File: src/rtl/pipe_stage_pkg.sv
// pipe_stage_pkg: shared state encoding and default widths for pipeline stage registers
package pipe_stage_pkg;

    // Default payload and stall-counter widths for stage instances
    localparam int PIPE_DATA_W = 32;
    localparam int PIPE_CNT_W  = 16;

    // Occupancy of a stage: no beat, main register live, main and skid registers live
    typedef enum logic [1:0] {
        EMPTY = 2'd0,
        BUSY  = 2'd1,
        FULL  = 2'd2
    } pipe_state_t;

    // A stage can take a new beat unless both of its registers are occupied
    function automatic logic can_accept(input pipe_state_t s);
        return s != FULL;
    endfunction

    // A stage presents a beat whenever its main register is occupied
    function automatic logic has_beat(input pipe_state_t s);
        return s != EMPTY;
    endfunction

endpackage

File: src/rtl/pipe_stage_sat_counter.sv
// sat_counter: saturating up-counter with synchronous clear
module sat_counter #(
    parameter int W = 16
) (
    input  logic         clk,
    input  logic         clear,
    input  logic         inc,
    output logic [W-1:0] cnt
);

    logic [W-1:0] cnt_q;
    logic [W-1:0] cnt_d;

    // Count up on inc, hold once every bit is set so the value never wraps
    always_comb begin
        cnt_d = clear ? '0 : (inc && cnt_q != '1) ? cnt_q + 1'b1 : cnt_q;
    end

    // Clear has priority over counting
    always_ff @(posedge clk) begin
        cnt_q <= cnt_d;
    end

    assign cnt = cnt_q;

endmodule

File: src/rtl/pipe_stage.sv
// pipe_stage: valid/ready pipeline register with skid buffer, flush and stall counter
module pipe_stage
    import pipe_stage_pkg::*;
#(
    parameter int DATA_W = PIPE_DATA_W,
    parameter int CNT_W  = PIPE_CNT_W
) (
    input  logic              clk,
    input  logic              reset,
    input  logic              flush,
    input  logic              in_valid,
    output logic              in_ready,
    input  logic [DATA_W-1:0] in_data,
    output logic              out_valid,
    input  logic              out_ready,
    output logic [DATA_W-1:0] out_data,
    output logic [CNT_W-1:0]  stall_cnt
);

    pipe_state_t       state_q;
    pipe_state_t       state_d;
    logic [DATA_W-1:0] main_q;
    logic [DATA_W-1:0] main_d;
    logic [DATA_W-1:0] skid_q;
    logic [DATA_W-1:0] skid_d;
    logic              in_hs;
    logic              out_hs;

    // Handshake flags come only from registered state, so ready never depends on out_ready
    assign in_ready  = can_accept(state_q);
    assign out_valid = has_beat(state_q);
    assign out_data  = main_q;
    assign in_hs     = in_valid & in_ready;
    assign out_hs    = out_valid & out_ready;

    // Next occupancy and payload; flush drops every held and incoming beat but leaves payload bits untouched
    always_comb begin
        state_d = state_q;
        main_d  = main_q;
        skid_d  = skid_q;
        case (state_q)
            EMPTY: begin
                state_d = in_hs ? BUSY : EMPTY;
                main_d  = in_hs ? in_data : main_q;
            end
            BUSY: begin
                state_d = (in_hs && !out_hs) ? FULL : (!in_hs && out_hs) ? EMPTY : BUSY;
                main_d  = (in_hs && out_hs) ? in_data : main_q;
                skid_d  = (in_hs && !out_hs) ? in_data : skid_q;
            end
            FULL: begin
                state_d = out_hs ? BUSY : FULL;
                main_d  = out_hs ? skid_q : main_q;
            end
            default: state_d = EMPTY;
        endcase
        if (flush) begin
            state_d = EMPTY;
            main_d  = main_q;
            skid_d  = skid_q;
        end
    end

    // State and payload registers; reset also zeroes both payload registers
    always_ff @(posedge clk) begin
        if (reset) begin
            state_q <= EMPTY;
            main_q  <= '0;
            skid_q  <= '0;
        end else begin
            state_q <= state_d;
            main_q  <= main_d;
            skid_q  <= skid_d;
        end
    end

    sat_counter #(
        .W(CNT_W)
    ) u_stall (
        .clk  (clk),
        .clear(reset),
        .inc  (out_valid & ~out_ready & ~flush),
        .cnt  (stall_cnt)
    );

endmodule

File: config.mk
export PLATFORM = sky130hd
export DESIGN_NAME = pipe_stage
export DESIGN_NICKNAME = d
export VERILOG_FILES = /design/src/rtl/pipe_stage_pkg.sv /design/src/rtl/pipe_stage_sat_counter.sv /design/src/rtl/pipe_stage.sv
export SDC_FILE = /design/constraint.sdc
export NUM_CORES = 1
export LEC_CHECK = 0
export CAP_MARGIN = 20
export CORE_MARGIN = 1
export CORE_UTILIZATION = 35
export DETAILED_ROUTE_END_ITERATION = 6
export PLACE_DENSITY_LB_ADDON = 0.1
export SYNTH_ARGS = -nofsm -noshare
export SYNTH_HDL_FRONTEND = slang
export SYNTH_HIERARCHICAL = 1
export SYNTH_SLANG_ARGS = --single-unit
File: constraint.sdc
create_clock -name clk -period 2.4 [get_ports clk]
set_input_delay 0.48 -clock clk [delete_from_list [all_inputs] [get_ports clk]]
set_output_delay 0.48 -clock clk [all_outputs]
set_load 0.005 [all_outputs]
==> report_table.html, run 1 <==
<table>
<tr><th>Metric</th><th>Value</th></tr>
<tr><th colspan="2">Placement</th></tr>
<tr><td>Half-perimeter wire length after placement</td><td>5975 microns</td></tr>
<tr><td>Number of cells after detailed placement</td><td>637</td></tr>
<tr><td>RD Place Congestion</td><td>0.7957</td></tr>
<tr><td>Count of port buffers added during placement</td><td>86</td></tr>
<tr><td>DP Area</td><td>around 4700 sq um</td></tr>
<tr><th colspan="2">Worst setup path</th></tr>
<tr><td>Critical Path Max Stage Delay</td><td>430 ps</td></tr>
<tr><td>R2r worst-path depth</td><td>6</td></tr>
<tr><td>Top delay family on crit path</td><td>simple AND/OR/NAND/NOR gates</td></tr>
<tr><td>Data required time of the worst path</td><td>2640 ps</td></tr>
<tr><td>Buf+Inv Stages, Crit Path</td><td>2</td></tr>
<tr><td>Arrival time at the worst endpoint</td><td>2240 ps</td></tr>
<tr><td>CP cell instances</td><td>clkdlybuf4s50_1 &gt; nor3b_1 &gt; buf_4 &gt; nand2_1 &gt; nor4bb_1 &gt; mux2_2</td></tr>
<tr><td>Setup CP Type</td><td>in -&gt; reg</td></tr>
<tr><td>Capturing element type of the critical path</td><td>flip-flop</td></tr>
<tr><td>Max Fanout on Critical Path</td><td>11</td></tr>
<tr><td>Number of cells on the critical path</td><td>6</td></tr>
<tr><td>Element type at the critical path start</td><td>input port</td></tr>
<tr><td>Cell with the largest stage delay on the worst path</td><td>clkdlybuf4s50_1</td></tr>
<tr><th colspan="2">CTS</th></tr>
<tr><td>Count of buffers added by post-CTS timing repair for setup</td><td>0</td></tr>
<tr><td>Worst-path clk slew</td><td>90 ps</td></tr>
<tr><td>CTS Buf Count</td><td>9</td></tr>
<tr><td>TritonCTS clock tree</td><td>done</td></tr>
<tr><td>Clock root buffer master</td><td>clkbuf_8</td></tr>
<tr><td>Number of buffers on the longest clock path</td><td>2</td></tr>
<tr><td>CTS sink count</td><td>slightly above 80</td></tr>
<tr><td>Cts-stage hold buffer count</td><td>0</td></tr>
<tr><td>Number of levels in the clock H-tree</td><td>3</td></tr>
<tr><td>Resized cells post-CTS</td><td>0</td></tr>
<tr><td>Clock latency reported for the late side of the worst-skew pair</td><td>340 ps</td></tr>
<tr><th colspan="2">STA</th></tr>
<tr><td>Layout Skew</td><td>11.03 ps</td></tr>
<tr><td>Unrepaired setup endpoints after global routing</td><td>false</td></tr>
<tr><td>Slew @ Worst Pin</td><td>663.4 ps</td></tr>
<tr><td>Relative slew margins</td><td>a little under three fifths</td></tr>
<tr><td>Final sum of negative setup slack</td><td>0 ps</td></tr>
<tr><td>Max-slew violations</td><td>0</td></tr>
<tr><td>Final setup fails</td><td>0</td></tr>
<tr><td>Final Cycle Share</td><td>a little over four fifths</td></tr>
<tr><td>Final count of hold timing violations</td><td>0</td></tr>
<tr><td>Min Tclk post-route</td><td>between 2000 and 2500 ps</td></tr>
<tr><td>Maximum clock rate</td><td>498.3 MHz</td></tr>
<tr><th colspan="2">Worst hold path</th></tr>
<tr><td>Worst Hold Depth</td><td>2</td></tr>
<tr><td>Type of the worst min-delay path</td><td>reg -&gt; reg</td></tr>
<tr><th colspan="2">Power and ir drop</th></tr>
<tr><td>Maximum vdd ir drop</td><td>0.3082 mV</td></tr>
<tr><td>Leakage dissipation</td><td>1.844 nW</td></tr>
<tr><td>PD cells</td><td>604.9 nW/um^2</td></tr>
<tr><th colspan="2">Route</th></tr>
<tr><td>Post-route DRC</td><td>0</td></tr>
<tr><td>Violation count after the first detailed-route iteration</td><td>87</td></tr>
<tr><td>Detailed-router iteration count before antenna repair</td><td>6</td></tr>
<tr><td>WL final</td><td>9227 microns</td></tr>
<tr><td>Number of nets with antenna violations after routing</td><td>0</td></tr>
<tr><td>Per-cell via count in the routed design</td><td>5.179</td></tr>
<tr><td>Routed WL per cell</td><td>14.13 microns</td></tr>
<tr><td>Total number of vias</td><td>around 3400</td></tr>
<tr><th colspan="2">Die</th></tr>
<tr><td>Die ar.</td><td>10910 sq um</td></tr>
<tr><td>Placement row count</td><td>37</td></tr>
<tr><td>Chip width</td><td>~100 microns</td></tr>
<tr><td>Core Box Area</td><td>10230 sq um</td></tr>
<tr><td>Effective utilization at floorplan</td><td>between 30% and 40%</td></tr>
<tr><td>Die height</td><td>104.5 microns</td></tr>
<tr><td>Number of placed I/O pins</td><td>just under 90</td></tr>
<tr><th colspan="2">Synthesis</th></tr>
<tr><td>Post-synthesis cell type count</td><td>between 40 and 50</td></tr>
<tr><td>Share of flip-flops with an asynchronous set or reset</td><td>0%</td></tr>
<tr><td>Yosys warnings</td><td>6</td></tr>
<tr><td>Cell types with the largest area share after synthesis</td><td>dfxtp_1 45%, a21oi_1 10%, mux2i_1 9.0%</td></tr>
<tr><td>Post-synthesis instance area</td><td>3674 sq um</td></tr>
<tr><td>Count of mapped cells out of synthesis</td><td>roughly 440</td></tr>
<tr><td>Seq/Total Area, Yosys</td><td>44.69%</td></tr>
<tr><td>Net Count, Synth</td><td>between 400 and 500</td></tr>
<tr><td>Count of flip-flops with a built-in enable after synthesis</td><td>0</td></tr>
<tr><td>Proportion of netlist area held by the largest area contributor</td><td>44.69%</td></tr>
<tr><td>Mean instance size in the synthesized netlist</td><td>8.426 sq um</td></tr>
<tr><td>Primary flip-flop cell chosen by synthesis mapping</td><td>dfxtp_1</td></tr>
<tr><td>Synth Register Bits</td><td>82</td></tr>
<tr><td>Yosys top cell by area</td><td>dfxtp_1</td></tr>
<tr><th colspan="2">Final layout</th></tr>
<tr><td>Antenna cell count</td><td>0</td></tr>
<tr><td>Fraction of final layout cells sized beyond drive strength 1</td><td>about 7.7%</td></tr>
<tr><td>Non-Filler Instances</td><td>~650</td></tr>
<tr><td>Net total in the final layout</td><td>550</td></tr>
<tr><td>Final instance area</td><td>4952 sq um</td></tr>
<tr><td>Relative area change from synthesis to final layout</td><td>34.81%</td></tr>
<tr><th colspan="2">GRT</th></tr>
<tr><td>Overflow after GRT</td><td>0</td></tr>
<tr><td>Via count of the first global-routing pass</td><td>3179</td></tr>
<tr><td>Maximum number of pins on one net before global-route repair</td><td>59</td></tr>
<tr><td>GRT Resource Usage Total</td><td>17.21%</td></tr>
<tr><td>Initial antenna violation count</td><td>0</td></tr>
<tr><td>First-pass GRT wire length</td><td>15250 microns</td></tr>
<tr><th colspan="2">Run</th></tr>
<tr><td>Count of max-cap constraint violations</td><td>0</td></tr>
<tr><th colspan="2">Outcome</th></tr>
<tr><td>Outcome</td><td>complete, no violations</td></tr>
</table>
-- logic make-up (layout without fill, tap and decap cells) --
family          after synthesis  after routing  share of synthesized area (%)
fa+ha+maj                     1              1                         0.3405
simple gates                155            155                          22.41
compound gates              124            124                          17.95
mux                          34             34                          9.298
xor+xnor                      2              2                         0.4769
flops                        82             82                          44.69
buf+inv                      38            119                          4.836
-- state kept, by name (all words and copies together), names as in the netlist --
register     cells
state_q          2
u_stall/cnt     16
out_data        32
skid_q          32
-- through the flow --
stage | setup WS, ps | power, mW | utilization, % | hold slack (ps)
after floorplan | 131.0 | 1.557 | - | 435.7
after global placement | 41.10 | 1.724 | 45.81 | 440.9
after detailed placement | 11.94 | 1.726 | 45.81 | 446.0
after CTS | 380.7 | 3.045 | 48.40 | 458.0
after global routing | 231.4 | 3.124 | 48.40 | 474.3
final | 393.0 | 2.995 | 48.40 | 454.9
-- report_power, final --
| part | total, mW | internal (mW) | leakage (nW) | switching [mW] |
|---|---|---|---|---|
| registers | 1.41 | 1.39 | 0.665 | 0.0170 |
| logic | 0.284 | 0.155 | 1.05 | 0.129 |
| clock network | 1.30 | 0.796 | 0.129 | 0.507 |
-- worst min-delay path: cells and delay by family, from the launching register on --
kind,cells,cell delay (ps)
AOI/OAI and AO/OA,1,50
DFF,1,310
and+or+nand+nor,1,50
-- synth_stat cells (all sizes together), types with 2 or more instances --
| library cell | n |
|---|---|
| and4 | 3 |
| o31ai | 6 |
| nor3 | 6 |
| clkbuf | 26 |
| o21ai | 36 |
| xnor2 | 2 |
| o21a | 2 |
| nor4 | 3 |
| buf | 9 |
| or4 | 7 |
| or3 | 36 |
| nand2 | 72 |
| nand3 | 6 |
| dfxtp | 82 |
| mux2i | 33 |
| nand4 | 4 |
| nor2b | 3 |
| nor2 | 6 |
| a21oi | 76 |
| nand3b | 2 |
| inv | 3 |
| nand2b | 2 |
-- final timing paths --
kind | from | end | slack [ps]
max | out_ready | u_stall/cnt[11]$_SDFFE_PP0P_ | 390
min | skid_q[0]$_SDFFE_PP0P_ | skid_q[0]$_SDFFE_PP0P_ | 450
max reg2reg | state_q[1]$_SDFF_PP0_ | u_stall/cnt[11]$_SDFFE_PP0P_ | 390
min reg2reg | skid_q[0]$_SDFFE_PP0P_ | skid_q[0]$_SDFFE_PP0P_ | 450
-- area by class of cell --
cell class	count	area [sq um]
clock inverter	7	141.4
fill	1014	5279
clock buffer	9	123.9
tap	136	170.2
sequential	82	1642
multi-input combinational	316	1871
inverter	3	11.26
timing repair buffer	100	993.5
-- per-layer routing --
metal  part of all wire (%)  track usage (%)  up-vias  wire, microns
met3                    2.9            2.256        6            271
met1                     52            24.08     1612           4765
met5                      0                0        -              0
li1                       -                -     1703              -
met4                   0.89            6.122        0             82
met2                     45            27.01       61           4107
-- cell usage in the layout, fill, tap and decap left out, types with 2 or more instances in the layout --
master and instances:
nand3b_1 2, nand4_1 3, nand3_1 6, xnor2_1 2
and4_1 3, dfxtp_1 82, o21ai_1 8, inv_1 3
buf_4 11, nor2b_1 3, nor2_1 6, buf_2 2
or3_1 36, buf_12 3, o21ai_0 28, o21a_1 2
clkdlybuf4s50_1 84, nor3_1 5, clkbuf_8 9, mux2i_1 33
o31ai_1 6, a21oi_1 75, nor4_1 2, nand2_1 71
bufinv_16 4, or4_1 7
No activity file was read; power rests on OpenSTA's default activity.
==> inputs of run 2 (changes only) <==
==> constraint.sdc (replaced) <==
create_clock -name clk -period 1.9 [get_ports clk]
set_input_delay 0.38 -clock clk [delete_from_list [all_inputs] [get_ports clk]]
set_output_delay 0.38 -clock clk [all_outputs]
set_load 0.005 [all_outputs]
==> run 2 against run 1 <==
  * Non-clock buffer count up 15
  * Worst setup slack worse by 310 ps
  * Sequential share of layout area decreased by 0.53 points
  * Largest power group unchanged
  * Clock power up 6%
  * Critical path type is now reg -> out
  * Highest routed layer unchanged
==> report_table.html, run 2 (synthesis results as in run 1) <==
<table>
<tr><th>Metric</th><th>Value</th></tr>
<tr><th colspan="2">Outcome</th></tr>
<tr><td>Outcome</td><td>complete, no violations (unchanged)</td></tr>
<tr><th colspan="2">Worst hold path</th></tr>
<tr><td>Worst Hold Depth</td><td>2 (unchanged)</td></tr>
<tr><td>Type of the worst min-delay path</td><td>in -&gt; reg (was reg -&gt; reg)</td></tr>
<tr><td>Origin of the worst min-delay path</td><td>reset (was skid_q[0]$_SDFFE_PP0P_)</td></tr>
<tr><th colspan="2">CTS</th></tr>
<tr><td>Clock root buffer master</td><td>clkbuf_8 (unchanged)</td></tr>
<tr><td>CTS Buf Count</td><td>9 (unchanged)</td></tr>
<tr><td>CTS sink count</td><td>82 (unchanged)</td></tr>
<tr><td>TritonCTS clock tree</td><td>done (unchanged)</td></tr>
<tr><td>Number of buffers on the longest clock path</td><td>2 (unchanged)</td></tr>
<tr><td>Count of buffers added by post-CTS timing repair for setup</td><td>0 (unchanged)</td></tr>
<tr><td>Worst-path clk slew</td><td>80 ps (was 90 ps)</td></tr>
<tr><td>Clock latency reported for the late side of the worst-skew pair</td><td>350 ps (was 340 ps)</td></tr>
<tr><td>Number of levels in the clock H-tree</td><td>3 (unchanged)</td></tr>
<tr><th colspan="2">Final layout</th></tr>
<tr><td>Non-Filler Instances</td><td>666 (was 653)</td></tr>
<tr><td>Antenna cell count</td><td>0 (unchanged)</td></tr>
<tr><td>Top library cells by usage in the layout, fill and taps aside</td><td>84 x clkdlybuf4s50_1, 81 x dfxtp_1, 75 x a21oi_1, 71 x nand2_1, 36 x or3_1 (was 84 x clkdlybuf4s50_1, 82 x dfxtp_1, 75 x a21oi_1, 71 x nand2_1, 36 x or3_1)</td></tr>
<tr><td>Fraction of final layout cells sized beyond drive strength 1</td><td>10.19% (was 7.737%)</td></tr>
<tr><td>Most common library cell in the layout ignoring fill and taps</td><td>clkdlybuf4s50_1 (unchanged)</td></tr>
<tr><td>Net total in the final layout</td><td>565 (was 550)</td></tr>
<tr><td>Relative area change from synthesis to final layout</td><td>37.09% (was 34.81%)</td></tr>
<tr><th colspan="2">Placement</th></tr>
<tr><td>RD Place Congestion</td><td>0.7680 (was 0.7957)</td></tr>
<tr><td>Count of port buffers added during placement</td><td>86 (unchanged)</td></tr>
<tr><td>Half-perimeter wire length after placement</td><td>6262 microns (was 5975 microns)</td></tr>
<tr><td>Number of cells after detailed placement</td><td>652 (was 637)</td></tr>
<tr><th colspan="2">Worst setup path</th></tr>
<tr><td>Max Fanout on Critical Path</td><td>2 (was 11)</td></tr>
<tr><td>Critical Path Max Stage Delay</td><td>480 ps (was 430 ps)</td></tr>
<tr><td>Setup CP Type</td><td>reg -&gt; out (was in -&gt; reg)</td></tr>
<tr><td>Element type at the critical path start</td><td>flip-flop (was input port)</td></tr>
<tr><td>Reg-to-reg startpoint</td><td>u_stall/cnt[5]$_SDFFE_PP0P_ (was state_q[1]$_SDFF_PP0_)</td></tr>
<tr><td>Origin of the worst setup path</td><td>state_q[1]$_SDFF_PP0_ (was out_ready)</td></tr>
<tr><td>Cell with the largest stage delay on the worst path</td><td>clkdlybuf4s50_1 (unchanged)</td></tr>
<tr><td>Arrival time at the worst endpoint</td><td>1440 ps (was 2240 ps)</td></tr>
<tr><td>R2r worst-path depth</td><td>4 (was 6)</td></tr>
<tr><td>Data required time of the worst path</td><td>1520 ps (was 2640 ps)</td></tr>
<tr><td>CP cell instances</td><td>or2_2 &gt; clkdlybuf4s50_1 (was clkdlybuf4s50_1 &gt; nor3b_1 &gt; buf_4 &gt; nand2_1 &gt; nor4bb_1 &gt; mux2_2)</td></tr>
<tr><td>Capturing element type of the critical path</td><td>output pin (was flip-flop)</td></tr>
<tr><th colspan="2">STA</th></tr>
<tr><td>Final setup fails</td><td>0 (unchanged)</td></tr>
<tr><td>Layout Skew</td><td>10.98 ps (was 11.03 ps)</td></tr>
<tr><td>Relative slew margins</td><td>73.27% (was 55.19%)</td></tr>
<tr><td>Final Cycle Share</td><td>between 90 and 100%</td></tr>
<tr><td>Max-slew violations</td><td>0 (unchanged)</td></tr>
<tr><td>Slew @ Worst Pin</td><td>390.8 ps (was 663.4 ps)</td></tr>
<tr><td>Final count of hold timing violations</td><td>0 (unchanged)</td></tr>
<tr><td>Min Tclk post-route</td><td>1821 ps</td></tr>
<tr><td>Maximum clock rate</td><td>549.1 MHz</td></tr>
<tr><td>Unrepaired setup endpoints after global routing</td><td>false (unchanged)</td></tr>
<tr><th colspan="2">Route</th></tr>
<tr><td>Number of nets with antenna violations after routing</td><td>0 (unchanged)</td></tr>
<tr><td>Post-route DRC</td><td>0 (unchanged)</td></tr>
<tr><td>Routed WL per cell</td><td>13.82 microns (was 14.13 microns)</td></tr>
<tr><td>Violation count after the first detailed-route iteration</td><td>102 (was 87)</td></tr>
<tr><td>Per-cell via count in the routed design</td><td>5.093 (was 5.179)</td></tr>
<tr><td>Detailed-router iteration count before antenna repair</td><td>4 (was 6)</td></tr>
<tr><td>WL final</td><td>9205 microns (was 9227 microns)</td></tr>
<tr><td>Total number of vias</td><td>3392 (was 3382)</td></tr>
<tr><th colspan="2">Power and ir drop</th></tr>
<tr><td>Leakage dissipation</td><td>1.904 nW (was 1.844 nW)</td></tr>
<tr><td>PD cells</td><td>700.0 nW/um^2 (was 604.9 nW/um^2)</td></tr>
<tr><td>Maximum vdd ir drop</td><td>0.3753 mV (was 0.3082 mV)</td></tr>
<tr><td>Total power</td><td>3.525 mW (was 2.995 mW)</td></tr>
<tr><th colspan="2">GRT</th></tr>
<tr><td>Overflow after GRT</td><td>0 (unchanged)</td></tr>
<tr><td>Global-route layer with the greatest usage</td><td>met2 (unchanged)</td></tr>
<tr><td>Met1 usage</td><td>21.50% (was 24.08%)</td></tr>
<tr><td>Routing usage on met3</td><td>5.326% (was 2.256%)</td></tr>
<tr><td>Initial antenna violation count</td><td>0 (unchanged)</td></tr>
<tr><td>First-pass GRT wire length</td><td>15420 microns (was 15250 microns)</td></tr>
<tr><td>Via count of the first global-routing pass</td><td>3229 (was 3179)</td></tr>
<tr><td>GRT Resource Usage Total</td><td>17.51% (was 17.21%)</td></tr>
<tr><td>Met2 usage</td><td>29.56% (was 27.01%)</td></tr>
<tr><td>Maximum number of pins on one net before global-route repair</td><td>48 (was 59)</td></tr>
<tr><th colspan="2">Die</th></tr>
<tr><td>Die ar.</td><td>10910 sq um (unchanged)</td></tr>
<tr><td>Chip width</td><td>104.5 microns (unchanged)</td></tr>
<tr><td>Placement row count</td><td>37 (unchanged)</td></tr>
<tr><td>Effective utilization at floorplan</td><td>35.91% (unchanged)</td></tr>
<tr><td>Die height</td><td>104.5 microns (unchanged)</td></tr>
<tr><td>Core Box Area</td><td>10230 sq um (unchanged)</td></tr>
<tr><td>Number of placed I/O pins</td><td>87 (unchanged)</td></tr>
<tr><th colspan="2">Run</th></tr>
<tr><td>Count of max-cap constraint violations</td><td>0 (unchanged)</td></tr>
</table>
==> run 2: path summary, 6_finish.rpt <==
check	slack [ps]	end
max	80	out_valid
min	380	out_data[28]$_SDFFE_PP0P_
max reg2reg	140	u_stall/cnt[15]$_SDFFE_PP0P_
min reg2reg	450	skid_q[14]$_SDFFE_PP0P_
==> run 2: cell type report <==
class                           instances  area [sq um]
Multi-Input combinational cell        316          1887
Tap cell                              136         170.2
Timing Repair Buffer                  115          1119
Fill cell                            1009          5195
Inverter                                3         11.26
Clock inverter                          3         65.06
Sequential cell                        82          1643
Clock buffer                           11         141.4
==> run 2: repair_timing <==
item,CTS,global route
hold buffers,0,0
endpoints found under the setup margin,0,1
gates resized for setup,0,2
==> run 2: metrics by stage <==
| step | hold WS [ps] | setup slack, ps | setup TNS, ps | instance area, sq um | util (%) |
|---|---|---|---|---|---|
| after detailed placement | 445.6 | -266.5 | -7909 | 4823 | 47.14 |
| after floorplan | 435.7 | 1.289 | 0 | 3690 | - |
| final | 378.6 | 78.94 | 0 | 5036 | 49.22 |
| after CTS | 367.4 | 7.615 | 0 | 5030 | 49.16 |
| after global routing | 379.4 | 7.620 | 0 | 5036 | 49.22 |
| after global placement | 440.9 | -214.5 | -7010 | 4823 | 47.14 |
==> run 2: critical path: cells and delay by family (launching register included) <==
family                 cells  cell delay (ps)
DFF                        1              320
buffers and inverters      1              480
and+or+nand+nor            1              300
==> run 2: per-layer routing <==
| layer | share of wire (%) | wire, microns |
|---|---|---|
| met1 | 46 | 4262 |
| met2 | 48 | 4379 |
| met3 | 5.3 | 486 |
| met4 | 0.83 | 76 |
| met5 | 0 | 0 |
==> run 2: where the power goes <==
group          switching [mW]  internal (mW)
sequential             0.0223           1.76
clock                   0.614          0.761
combinational           0.163          0.206
==> inputs of run 3 (changes only) <==
--- a/config.mk
+++ b/config.mk
@@ -7,10 +7,10 @@
 export LEC_CHECK = 0
 export CAP_MARGIN = 20
 export CORE_MARGIN = 1
-export CORE_UTILIZATION = 35
+export CORE_UTILIZATION = 40
 export DETAILED_ROUTE_END_ITERATION = 6
 export PLACE_DENSITY_LB_ADDON = 0.1
+export REMOVE_ABC_BUFFERS = 1
 export SYNTH_ARGS = -nofsm -noshare
 export SYNTH_HDL_FRONTEND = slang
-export SYNTH_HIERARCHICAL = 1
 export SYNTH_SLANG_ARGS = --single-unit
==> run 3 against run 2 <==
  * Worst hold slack better by 76 ps
  * Routed wire length fell by 2.6%
  * Combinational power up 2%
==> report_table.html, run 3 <==
<table>
<tr><th>Metric</th><th>Value</th></tr>
<tr><th colspan="2">Die</th></tr>
<tr><td>Effective utilization at floorplan</td><td>42.02% (was 35.91%)</td></tr>
<tr><td>Number of placed I/O pins</td><td>87 (unchanged)</td></tr>
<tr><td>Chip width</td><td>98.65 microns (was 104.5 microns)</td></tr>
<tr><td>Die ar.</td><td>9731 sq um (was 10910 sq um)</td></tr>
<tr><td>Die height</td><td>98.65 microns (was 104.5 microns)</td></tr>
<tr><td>Placement row count</td><td>34 (was 37)</td></tr>
<tr><td>Core Box Area</td><td>8891 sq um (was 10230 sq um)</td></tr>
<tr><th colspan="2">Final layout</th></tr>
<tr><td>Final core utilization</td><td>56.45% (was 49.22%)</td></tr>
<tr><td>Fraction of final layout cells sized beyond drive strength 1</td><td>10.63% (was 10.19%)</td></tr>
<tr><td>Antenna cell count</td><td>0 (unchanged)</td></tr>
<tr><td>Non-Filler Instances</td><td>635 (was 666)</td></tr>
<tr><td>Relative area change from synthesis to final layout</td><td>34.33% (was 37.09%)</td></tr>
<tr><td>Most common library cell in the layout ignoring fill and taps</td><td>clkdlybuf4s50_1 (unchanged)</td></tr>
<tr><td>Net total in the final layout</td><td>560 (was 565)</td></tr>
<tr><td>Count of filler cells inserted in the layout</td><td>842 (was 1009)</td></tr>
<tr><td>Top library cells by usage in the layout, fill and taps aside</td><td>84 x clkdlybuf4s50_1, 79 x dfxtp_1, 72 x a21oi_1, 70 x nand2_1, 36 x or3_1 (was 84 x clkdlybuf4s50_1, 81 x dfxtp_1, 75 x a21oi_1, 71 x nand2_1, 36 x or3_1)</td></tr>
<tr><th colspan="2">GRT</th></tr>
<tr><td>Overflow after GRT</td><td>0 (unchanged)</td></tr>
<tr><td>Via count of the first global-routing pass</td><td>3186 (was 3229)</td></tr>
<tr><td>Initial antenna violation count</td><td>1 (was 0)</td></tr>
<tr><td>Maximum number of pins on one net before global-route repair</td><td>69 (was 48)</td></tr>
<tr><td>GRT Resource Usage Total</td><td>18.79% (was 17.51%)</td></tr>
<tr><td>First-pass GRT wire length</td><td>14790 microns (was 15420 microns)</td></tr>
<tr><th colspan="2">STA</th></tr>
<tr><td>Final sum of negative setup slack</td><td>0 ps (unchanged)</td></tr>
<tr><td>Max-slew violations</td><td>0 (unchanged)</td></tr>
<tr><td>Layout Skew</td><td>12.26 ps (was 10.98 ps)</td></tr>
<tr><td>Final count of hold timing violations</td><td>0 (unchanged)</td></tr>
<tr><td>Final setup fails</td><td>0 (unchanged)</td></tr>
<tr><td>Final Cycle Share</td><td>96.41% (was 95.85%)</td></tr>
<tr><td>Maximum clock rate</td><td>545.9 MHz (was 549.1 MHz)</td></tr>
<tr><td>Min Tclk post-route</td><td>1832 ps (was 1821 ps)</td></tr>
<tr><td>Relative slew margins</td><td>70.26% (was 73.27%)</td></tr>
<tr><td>Slew @ Worst Pin</td><td>446.1 ps (was 390.8 ps)</td></tr>
<tr><th colspan="2">Synthesis</th></tr>
<tr><td>Share of flip-flops with an asynchronous set or reset</td><td>0% (unchanged)</td></tr>
<tr><td>Post-synthesis cell type count</td><td>44 (was 41)</td></tr>
<tr><td>Mean instance size in the synthesized netlist</td><td>8.472 sq um (was 8.426 sq um)</td></tr>
<tr><td>Dominant cell by count in the synthesized netlist</td><td>dfxtp_1 (unchanged)</td></tr>
<tr><td>Post-synthesis instance area</td><td>3736 sq um (was 3674 sq um)</td></tr>
<tr><td>Synth Register Bits</td><td>82 (unchanged)</td></tr>
<tr><td>Proportion of netlist area held by the largest area contributor</td><td>43.94% (was 44.69%)</td></tr>
<tr><td>Primary flip-flop cell chosen by synthesis mapping</td><td>dfxtp_1 (unchanged)</td></tr>
<tr><td>Cell types with the largest area share after synthesis</td><td>dfxtp_1 44%, a21oi_1 9.6%, mux2i_1 8.6% (was dfxtp_1 45%, a21oi_1 10%, mux2i_1 9.0%)</td></tr>
<tr><td>Yosys warnings</td><td>0 (was 6)</td></tr>
<tr><td>Top post-synthesis cells by count</td><td>82 x dfxtp_1, 72 x a21oi_1, 70 x nand2_1, 36 x or3_1, 32 x mux2i_1 (was 82 x dfxtp_1, 75 x a21oi_1, 71 x nand2_1, 36 x or3_1, 33 x mux2i_1)</td></tr>
<tr><td>Yosys top cell by area</td><td>dfxtp_1 (unchanged)</td></tr>
<tr><td>Count of flip-flops with a built-in enable after synthesis</td><td>0 (unchanged)</td></tr>
<tr><td>Seq/Total Area, Yosys</td><td>43.94% (was 44.69%)</td></tr>
<tr><td>Count of mapped cells out of synthesis</td><td>441 (was 436)</td></tr>
<tr><th colspan="2">Placement</th></tr>
<tr><td>Number of cells after detailed placement</td><td>619 (was 652)</td></tr>
<tr><td>Count of port buffers added during placement</td><td>86 (unchanged)</td></tr>
<tr><td>RD Place Congestion</td><td>0.7955 (was 0.7680)</td></tr>
<tr><td>Half-perimeter wire length after placement</td><td>5832 microns (was 6262 microns)</td></tr>
<tr><th colspan="2">CTS</th></tr>
<tr><td>Count of buffers added by post-CTS timing repair for setup</td><td>0 (unchanged)</td></tr>
<tr><td>Number of buffers on the longest clock path</td><td>2 (unchanged)</td></tr>
<tr><td>CTS Buf Count</td><td>9 (unchanged)</td></tr>
<tr><td>Cts-stage hold buffer count</td><td>0 (unchanged)</td></tr>
<tr><td>Clock root buffer master</td><td>clkbuf_8 (unchanged)</td></tr>
<tr><td>Number of levels in the clock H-tree</td><td>3 (unchanged)</td></tr>
<tr><td>TritonCTS clock tree</td><td>done (unchanged)</td></tr>
<tr><td>CTS sink count</td><td>82 (unchanged)</td></tr>
<tr><td>Clock latency reported for the late side of the worst-skew pair</td><td>340 ps (was 350 ps)</td></tr>
<tr><td>Resized cells post-CTS</td><td>1 (was 0)</td></tr>
<tr><td>Worst-path clk slew</td><td>80 ps (about the same)</td></tr>
<tr><th colspan="2">Worst hold path</th></tr>
<tr><td>Origin of the worst min-delay path</td><td>skid_q[27]$_SDFFE_PP0P_ (was reset)</td></tr>
<tr><td>Type of the worst min-delay path</td><td>reg -&gt; reg (was in -&gt; reg)</td></tr>
<tr><th colspan="2">Worst setup path</th></tr>
<tr><td>Data required time of the worst path</td><td>1520 ps (about the same)</td></tr>
<tr><td>Top delay family on crit path</td><td>buffers and inverters (unchanged)</td></tr>
<tr><td>Cell with the largest stage delay on the worst path</td><td>clkdlybuf4s50_1 (unchanged)</td></tr>
<tr><td>Setup CP Type</td><td>reg -&gt; out (unchanged)</td></tr>
<tr><td>R2r setup slk</td><td>130 ps (was 140 ps)</td></tr>
<tr><td>Element type at the critical path start</td><td>flip-flop (unchanged)</td></tr>
<tr><td>CP cell instances</td><td>or2_4 &gt; clkdlybuf4s50_1 (was or2_2 &gt; clkdlybuf4s50_1)</td></tr>
<tr><td>Reg-to-reg startpoint</td><td>u_stall.cnt[2]$_SDFFE_PP0P_ (was u_stall/cnt[5]$_SDFFE_PP0P_)</td></tr>
<tr><td>Critical Path Max Stage Delay</td><td>450 ps (was 480 ps)</td></tr>
<tr><td>Origin of the worst setup path</td><td>state_q[1]$_SDFF_PP0_ (unchanged)</td></tr>
<tr><td>Buf+Inv Stages, Crit Path</td><td>1 (unchanged)</td></tr>
<tr><td>Capturing element type of the critical path</td><td>output pin (unchanged)</td></tr>
<tr><td>Arrival time at the worst endpoint</td><td>1450 ps (was 1440 ps)</td></tr>
<tr><td>Max Fanout on Critical Path</td><td>7 (was 2)</td></tr>
<tr><th colspan="2">Route</th></tr>
<tr><td>Number of nets with antenna violations after routing</td><td>0 (unchanged)</td></tr>
<tr><td>Violation count after the first detailed-route iteration</td><td>146 (was 102)</td></tr>
<tr><td>Post-route DRC</td><td>0 (unchanged)</td></tr>
<tr><td>Detailed-router iteration count before antenna repair</td><td>4 (unchanged)</td></tr>
<tr><td>Total number of vias</td><td>3407 (was 3392)</td></tr>
<tr><td>Per-cell via count in the routed design</td><td>5.365 (was 5.093)</td></tr>
<tr><td>Routed WL per cell</td><td>14.12 microns (was 13.82 microns)</td></tr>
<tr><td>WL final</td><td>8968 microns (was 9205 microns)</td></tr>
<tr><th colspan="2">Outcome</th></tr>
<tr><td>Outcome</td><td>complete, no violations (unchanged)</td></tr>
<tr><th colspan="2">Power and ir drop</th></tr>
<tr><td>Maximum vdd ir drop</td><td>0.3558 mV (was 0.3753 mV)</td></tr>
<tr><td>Leakage dissipation</td><td>1.941 nW (was 1.904 nW)</td></tr>
<tr><td>PD cells</td><td>712.9 nW/um^2 (was 700.0 nW/um^2)</td></tr>
<tr><th colspan="2">Run</th></tr>
<tr><td>Count of max-cap constraint violations</td><td>0 (unchanged)</td></tr>
</table>
run 3: changes by cell type in the layout (fill, tap and decap cells not counted), sizes merged, moves of 2 or more:
cell	previous run	this run
xnor2	2	0
a21oi	76	73
o21ba	0	2
mux2	1	7
nor2b	3	7
or4	7	4
nor2	6	9
and3	1	3
nor4	3	5
buf	31	22
o31ai	6	4
run 3: report_power, final:
| part | switching [mW] | total (mW) | internal, mW |
|---|---|---|---|
| sequential | 0.0196 | 1.78 | 1.76 |
| clock | 0.635 | 1.42 | 0.787 |
| combinational | 0.169 | 0.378 | 0.209 |
run 3: cell families after synthesis:
kind of cell,after synthesis,share of synthesized area [%]
flops,82,43.94
fa+ha+maj,1,0.3348
compound gates,118,16.78
buf+inv,37,4.889
mux,39,10.78
simple gates,164,23.28
run 3: tightest hold or removal path: cells and delay by family (launching register included):
kind | cells | cell delay (ps)
flip-flops | 1 | 310
AO/OA/AOI/OAI | 1 | 50
AND/OR/NAND/NOR | 1 | 50
run 3: path summary, 6_finish.rpt:
path	endpoint	cells after the start
worst max register to register	u_stall.cnt[9]$_SDFFE_PP0P_	4
worst min-delay path	skid_q[27]$_SDFFE_PP0P_	2
worst max-delay path	out_valid	2
worst min register to register	skid_q[27]$_SDFFE_PP0P_	2
run 3: per-layer routing:
layer / share of wire, % / track usage [%] / vias to the layer above
li1: - / - / 1722
met1: 49 / 24.01 / 1602
met2: 46 / 31.58 / 69
met3: 3.8 / 4.113 / 12
met4: 1.0 / 6.085 / 2
met5: 0.20 / 0 / -
run 3: area by class of cell:
class	instances	area, sq um	area share, %
Multi-Input combinational cell	322	1943	38.72
Tap cell	108	135.1	2.693
Clock buffer	11	141.4	2.817
Sequential cell	82	1645	32.78
Timing Repair Buffer	106	1064	21.19
Inverter	1	3.754	0.07479
Clock inverter	5	86.33	1.720
run 3: metrics by stage:
stage               area, sq um  hold slack, ps  total power, mW  worst slack [ps]
floorplan                  3557           429.6            1.929            -550.1
CTS                        5001           457.5            3.623            -30.03
finish                     5019           454.7            3.578             68.29
detailed placement         4771           446.2            2.196            -229.7
global route               5019           470.9            3.737            -19.32
global placement           4771           441.0            2.189            -166.7
